<file path="config.mk">
export PLATFORM = sky130hd
export DESIGN_NAME = imm_ext_pipe
export DESIGN_NICKNAME = d
export VERILOG_FILES = /design/src/rtl/imm_ext_pipe.sv
export SDC_FILE = /design/constraint.sdc
export NUM_CORES = 1
export LEC_CHECK = 0
export CAP_MARGIN = 40
export CELL_PAD_IN_SITES_DETAIL_PLACEMENT = 0
export CELL_PAD_IN_SITES_GLOBAL_PLACEMENT = 1
export CORE_MARGIN = 2
export CORE_UTILIZATION = 43
export DETAILED_ROUTE_END_ITERATION = 10
export HOLD_SLACK_MARGIN = 0.02
export PLACE_DENSITY = 0.76
export SYNTH_ARGS = -nofsm -noshare
export SYNTH_HDL_FRONTEND = slang
export SYNTH_SLANG_ARGS = --single-unit
</file>
<file path="constraint.sdc">
create_clock -name clk -period 2.1 [get_ports clk]
set_input_delay 0.21 -clock clk [delete_from_list [all_inputs] [get_ports clk]]
set_output_delay 0.21 -clock clk [all_outputs]
set_load 0.02 [all_outputs]
</file>
<file path="src/rtl/imm_ext_pipe.sv">
// Immediate-extension stage: zero/sign/upper/branch-offset extension feeding a
// registered output with a 2-entry skid buffer behind a valid/ready handshake.
module imm_ext_pipe #(
  parameter int unsigned IN_W  = 16,
  parameter int unsigned OUT_W = 32
) (
  input  logic             clk,
  input  logic             reset,
  input  logic             flush,
  input  logic [IN_W-1:0]  entrada,
  input  logic [1:0]       modo,
  input  logic             valid_in,
  output logic             ready_in,
  output logic [OUT_W-1:0] salida,
  output logic             valid_out,
  input  logic             ready_out
);

  localparam int unsigned EXT_W = OUT_W - IN_W;

  logic [OUT_W-1:0] sext_c;
  logic [OUT_W-1:0] ext_c;
  logic             accept_c;
  logic             drain_c;

  logic             skid_valid;
  logic [OUT_W-1:0] skid_data;

  logic             valid_out_nxt;
  logic [OUT_W-1:0] salida_nxt;
  logic             skid_valid_nxt;
  logic [OUT_W-1:0] skid_data_nxt;
  logic             ready_in_nxt;

  // Extension ahead of the registers; branch offset wraps at OUT_W bits.
  always_comb begin
    sext_c = {{EXT_W{entrada[IN_W-1]}}, entrada};
    ext_c  = '0;
    case (modo)
      2'b00:   ext_c = {{EXT_W{1'b0}}, entrada};
      2'b01:   ext_c = sext_c;
      2'b10:   ext_c = {entrada, {EXT_W{1'b0}}};
      default: ext_c = sext_c << 2;
    endcase
  end

  assign accept_c = valid_in & ready_in;
  assign drain_c  = valid_out & ready_out;

  // Next-state for output and skid registers; flush overrides everything.
  always_comb begin
    valid_out_nxt  = valid_out;
    salida_nxt     = salida;
    skid_valid_nxt = skid_valid;
    skid_data_nxt  = skid_data;
    if (flush) begin
      valid_out_nxt  = 1'b0;
      skid_valid_nxt = 1'b0;
    end else if (drain_c) begin
      if (skid_valid) begin
        salida_nxt     = skid_data;
        valid_out_nxt  = 1'b1;
        skid_valid_nxt = 1'b0;
      end else if (accept_c) begin
        salida_nxt    = ext_c;
        valid_out_nxt = 1'b1;
      end else begin
        valid_out_nxt = 1'b0;
      end
    end else if (accept_c) begin
      if (!valid_out) begin
        salida_nxt    = ext_c;
        valid_out_nxt = 1'b1;
      end else begin
        skid_data_nxt  = ext_c;
        skid_valid_nxt = 1'b1;
      end
    end
    ready_in_nxt = ~skid_valid_nxt;
  end

  always_ff @(posedge clk or posedge reset) begin
    if (reset) begin
      valid_out  <= 1'b0;
      salida     <= '0;
      skid_valid <= 1'b0;
      skid_data  <= '0;
      ready_in   <= 1'b1;
    end else begin
      valid_out  <= valid_out_nxt;
      salida     <= salida_nxt;
      skid_valid <= skid_valid_nxt;
      skid_data  <= skid_data_nxt;
      ready_in   <= ready_in_nxt;
    end
  end

endmodule

</file>
==> Word-level counts from Yosys, hierarchy flattened <==
Cells that the tools add are included.
{ "word_totals": {"elab_cells": 34, "register_bits": 67} }
{ "op_classes": {"n_bitwise": 5, "reduce_logical": 6, "n_mux": 15, "n_eq_ne": 3} }
{ "op_table": {"columns": ["cell", "count"], "rows": [
  ["two-way mux 32 bit", 5],
  ["one-hot mux 32 bit (3 select lines)", 1],
  ["two-way mux 1 bit", 9],
  ["AND reduction 4 bit", 2],
  ["nonzero test 2 bit", 2],
  ["NOT 1 bit", 3],
  ["nonzero test 3 bit", 1],
  ["bitwise AND 1 bit", 2],
  ["equality test 2 x 1 -> 1 bit (second input constant)", 1],
  ["equality test 2 bit (second input constant)", 1],
  ["zero test 2 bit", 1],
  ["!= test 2 x 1 -> 1 bit (second input constant)", 1]
]} }

==> Logic depth before layout (Yosys ltp) <==
{ "logic_depth": {"ltp_word": 5, "ltp_mapped": 5} }

==> Least setup slack after synthesis <==
No wires, ideal clock.
{ "synth_path": {"kind": "flip-flop to flip-flop", "from": "register ready_in", "to": "register salida[10]", "setup_ns": 0.125, "path_stages_with_launch": 5, "setup_slack_ns": 0.430, "required_ns": 1.975, "period_less_slack_ns": 1.670, "arrival_ns": 1.545, "path_buffers": 1, "path_cell_list": "dfstp_2 > nand2_1 > a211oi_4 > buf_6 > mux2_4"} }
{ "synth_via": {"elab_chain_len": 3} }
{ "synth_lines": {"columns": ["element", "line_no", "rtl"], "rows": [
  ["start, declared", "13", "output logic ready_in,"],
  ["start signal, assigned", "94", "ready_in <= ready_in_nxt;"],
  ["bitwise AND 1 bit *", "47", "assign accept_c = valid_in & ready_in;"],
  ["nonzero test 2 bit (no source line)", null, null],
  ["AND reduction 4 bit (no source line) *", null, null],
  ["end signal, assigned", "91", "salida <= salida_nxt;"],
  ["end, declared", "14", "output logic [OUT_W-1:0] salida,"]
]} }
Every way passes the cells marked *; elsewhere a longest branch is shown, timed or not.
A chain may end at the register's enable or synchronous reset.

==> Final worst setup path <==
{ "layout_path": {"from": "register valid_out", "to": "output valid_out"} }
{ "layout_rtl": {"columns": ["element", "line_no", "rtl"], "rows": [
  ["start, declared", "15", "output logic valid_out,"],
  ["start signal, assigned", "90", "valid_out <= valid_out_nxt;"]
]} }
No word-level cell between the ends.

==> metrics.md <==
| Metric | Value |
|---|---|
| Utilization after layout | 0.559 |
| Reg clk slew, reported paths | about 0.07 ns |
| Nets | a little under 400 |
| Result of the run | completed |
| Kind of critical path | reg2out |
| Upper clock frequency limit | 0.545 GHz |
| Synth warnings | 0 |
| Clock latency at the later pin of the worst-skew pair | 0.34 ns |
| Global Route Usage Sum | 0.218 |
| Cell-internal power | about 0.0028 W |
| Number of hold buffers added after cts | 0 |
| Summed instance area of the synthesized netlist | ~3700 um2 |
| Switching pwr | between 0.001 and 0.0015 W |
| Worst Setup Slack post-DPL | approximately 0.18 ns |
| Hold WC Path Type | in2async |
| Number of nets produced by synthesis | around 340 |
| Number of antenna violations at the first check in global routing | 0 |
| Fraction of layout cells with a size suffix above 1 | 0.242 |
| Layout-stage area growth over the synthesis result | 25.6% |
| Accumulated negative setup slack | 0 ns |
| Cells taking the most area after synthesis | sky130_fd_sc_hd__dfrtp_1 (45%), sky130_fd_sc_hd__mux2_2 (9.6%), sky130_fd_sc_hd__mux2_4 (8.2%), sky130_fd_sc_hd__and4b_1 (7.9%), sky130_fd_sc_hd__a31oi_1 (4.8%) |
| Initial drt markers | 278 |
| DRC errors left | 0 |
| Effective utilization at floorplan | 0.445 |
| Diodes inserted | 0 |
| Sequential cell area fraction in the yosys report | 0.459 |
| Via count of the first global-routing pass | approximately 3000 |
| Die ar. | 9250 um2 |
| Number of pins with negative max-slew slack in the final report | 0 |
| Final clock skew | approximately 0.0074 ns |
| CP Data Arrival Time | ~1.6 ns |
| Number of setup violations in the final report | 0 |
| Number of flops mapped to enable cells by yosys | 0 |
| Hold Vio Cnt, Final | 0 |
| Endpoint type of the worst setup path | output port |
| Port Buffers | between 50 and 60 |
| Measured slew at the worst slew-check pin | roughly 0.53 ns |
| Placed cell area | between 4000 and 5000 um2 |
| Post-synthesis cell type with the largest combined area | sky130_fd_sc_hd__dfrtp_1 |
| Die Y-Extent | around 96 um |
| Share of total power in combinational logic | 0.299 |
| RSZ-0062 raised after global routing | false |
| Clock root buffer | sky130_fd_sc_hd__clkbuf_8 |
| Post-cts resize count | 0 |
| Power density over the cells | 879 nW/um2 |
| Time the worst path needs with I/O delays and setup | around 1.8 ns |
| Residual overflow from global routing | 0 |
| Fraction of power spent switching nets | 0.296 |
| Worst slew margin relative to its limit | 0.644 |
| Ranking of synthesized cells by instance count | sky130_fd_sc_hd__dfrtp_1 (66), sky130_fd_sc_hd__mux2_2 (31), sky130_fd_sc_hd__and4b_1 (29), sky130_fd_sc_hd__a31oi_1 (28), sky130_fd_sc_hd__clkbuf_1 (23) |
| Final antenna-violating net count | 0 |
| Number of iterations in the first detailed-routing pass | 4 |
| Number of buffers inserted to repair setup after CTS | 0 |
| Core box area | approximately 8200 um2 |
| Synthesized instance count | around 320 |
| Number of H-tree levels | 3 |
| Maximum root-to-sink buffer count | 2 |
| Sum of internal, switching and leakage power | approximately 0.004 W |
| Aggregate routed wire length | between 9000 and 10000 um |
| Average cell area after synthesis | 11.4 um2 |
| Ys flop type | sky130_fd_sc_hd__dfrtp_1 |
| Number of distinct library cell variants in the gate-level netlist after synthesis | 31 |
| Routed length per instance | between 15 and 20 um |
| Async set-or-reset flop fraction in the synthesized netlist | 1.00 |
| Area share of the largest cell type after synthesis | 0.452 |
| Flip-flop and latch count after synthesis | 67 |
| Maximum ir drop on the vdd rail | just over 500 uV |
| Wire length of the first global-routing pass | around 15000 um |
| Total of max-cap violations | 0 |
| Final worst-path setup slack | 0.265 ns |
| Required arrival time at the worst endpoint | 1.89 ns |
| Chip Width | slightly below 100 um |
| Half-perimeter wire length of the detailed placement result | 6220 um |
| Site row count | 33 |
| Clock Power Share | 0.266 |
| Kind of start point of the critical path | flop |
| TritonCTS sink count | 67 |
| Number of CTS-inserted buffers | 9 |
| Post-DR vias/cell | between 5 and 6 |
| Clock tree from TritonCTS | yes |
| Leak Pwr | between 2 and 2.5 nW |
| Relative contribution of sequential cells to total power | 0.435 |
| Critical Path Fanout Max | 13 |
| Most repeated cell in the gate-level netlist after synthesis | sky130_fd_sc_hd__dfrtp_1 |
| Filler Cell Count | ~730 |
| Final design instance area without fill | approximately 4600 um2 |
| Post-route fraction of the period consumed by the critical path | 0.874 |
| I/O pin cnt | between 50 and 60 |
| Final weighted congestion in routability-driven placement | around 0.8 |
| Largest net degree at the start of global routing | between 40 and 50 |
| Via total after detailed routing | approximately 2900 |
[state kept, by name, indices dropped and copies added, names as in the netlist]
register,count
ready_in,1
salida,32
skid_data,32
skid_valid,1
valid_out,1
[power by group through the flow]
stage / combinational (W) / sequential, W / clock [W]
after floorplan: 0.000564 / 0.00192 / 0
after global placement: 0.00119 / 0.00176 / 0
after detailed placement: 0.00121 / 0.00178 / 0
after CTS: 0.00122 / 0.00176 / 0.00109
after global routing: 0.00130 / 0.00180 / 0.00115
final: 0.00121 / 0.00175 / 0.00107
[metrics by stage]
step	hold slack (ns)	std cells
2_1_floorplan	0.273	321
3_3_place_gp	0.479	469
3_5_place_dp	0.486	469
4_1_cts	0.252	485
5_1_grt	0.276	485
6_report	0.233	485
[cell usage in the layout, fill, tap and decap left out, drive strengths merged, types with 2 or more instances in the layout]
| cell | count |
|---|---|
| nand2b | 14 |
| dfrtp | 66 |
| buf | 20 |
| clkbuf | 11 |
| mux2 | 51 |
| and4b | 29 |
| a31oi | 28 |
| inv | 5 |
| nand2 | 18 |
| nand3b | 15 |
| nor2 | 2 |
| a21oi | 16 |
| clkdlybuf4s50 | 56 |
| clkinv | 3 |
| nor2b | 4 |
| nand3 | 15 |
| a41oi | 14 |
[routing by layer]
layer / up-vias / GRT usage / wire length (um)
li1: 1325 / - / -
met1: 1430 / 0.303 / 4490
met2: 97 / 0.352 / 4400
met3: 9 / 0.0298 / 425
met4: 0 / 0.0690 / 92
met5: - / 0 / 0
[final timing paths]
| kind | cells after the start | slack, ns | end | from |
|---|---|---|---|---|
| worst min-delay path | 2 | 0.23 | skid_valid | reset |
| worst max register to register | 4 | 0.36 | salida[25] | ready_in |
| min in group clk | 1 | 0.50 | skid_data[2] | skid_data[2] |
| worst max-delay path | 2 | 0.26 | valid_out | valid_out |
| worst min register to register | 1 | 0.50 | skid_data[2] | skid_data[2] |
| max in group asynchronous | 3 | 1.32 | salida[18] | reset |
[critical path, cell delays in order, from the launching register on]
cell,delay [ns]
sky130_fd_sc_hd__dfrtp_1,0.43
sky130_fd_sc_hd__buf_4,0.22
sky130_fd_sc_hd__clkdlybuf4s50_1,0.63
[cells by family after synthesis]
kind of cell | share of synthesized area
simple gates | 0.187
flops | 0.459
compound gates | 0.124
mux | 0.180
buf+inv | 0.0500
[layout make-up]
| class | count | area (um2) | share of cell area |
|---|---|---|---|
| multi-input combinational | 216 | 1800 | 0.391 |
| timing repair buffer | 76 | 773 | 0.168 |
| inverter | 5 | 18.8 | 0.00409 |
| sequential | 67 | 1680 | 0.365 |
| tap | 105 | 131 | 0.0286 |
| clock buffer | 11 | 141 | 0.0308 |
| clock inverter | 5 | 52.6 | 0.0114 |
(Power assumes the default switching activity.)
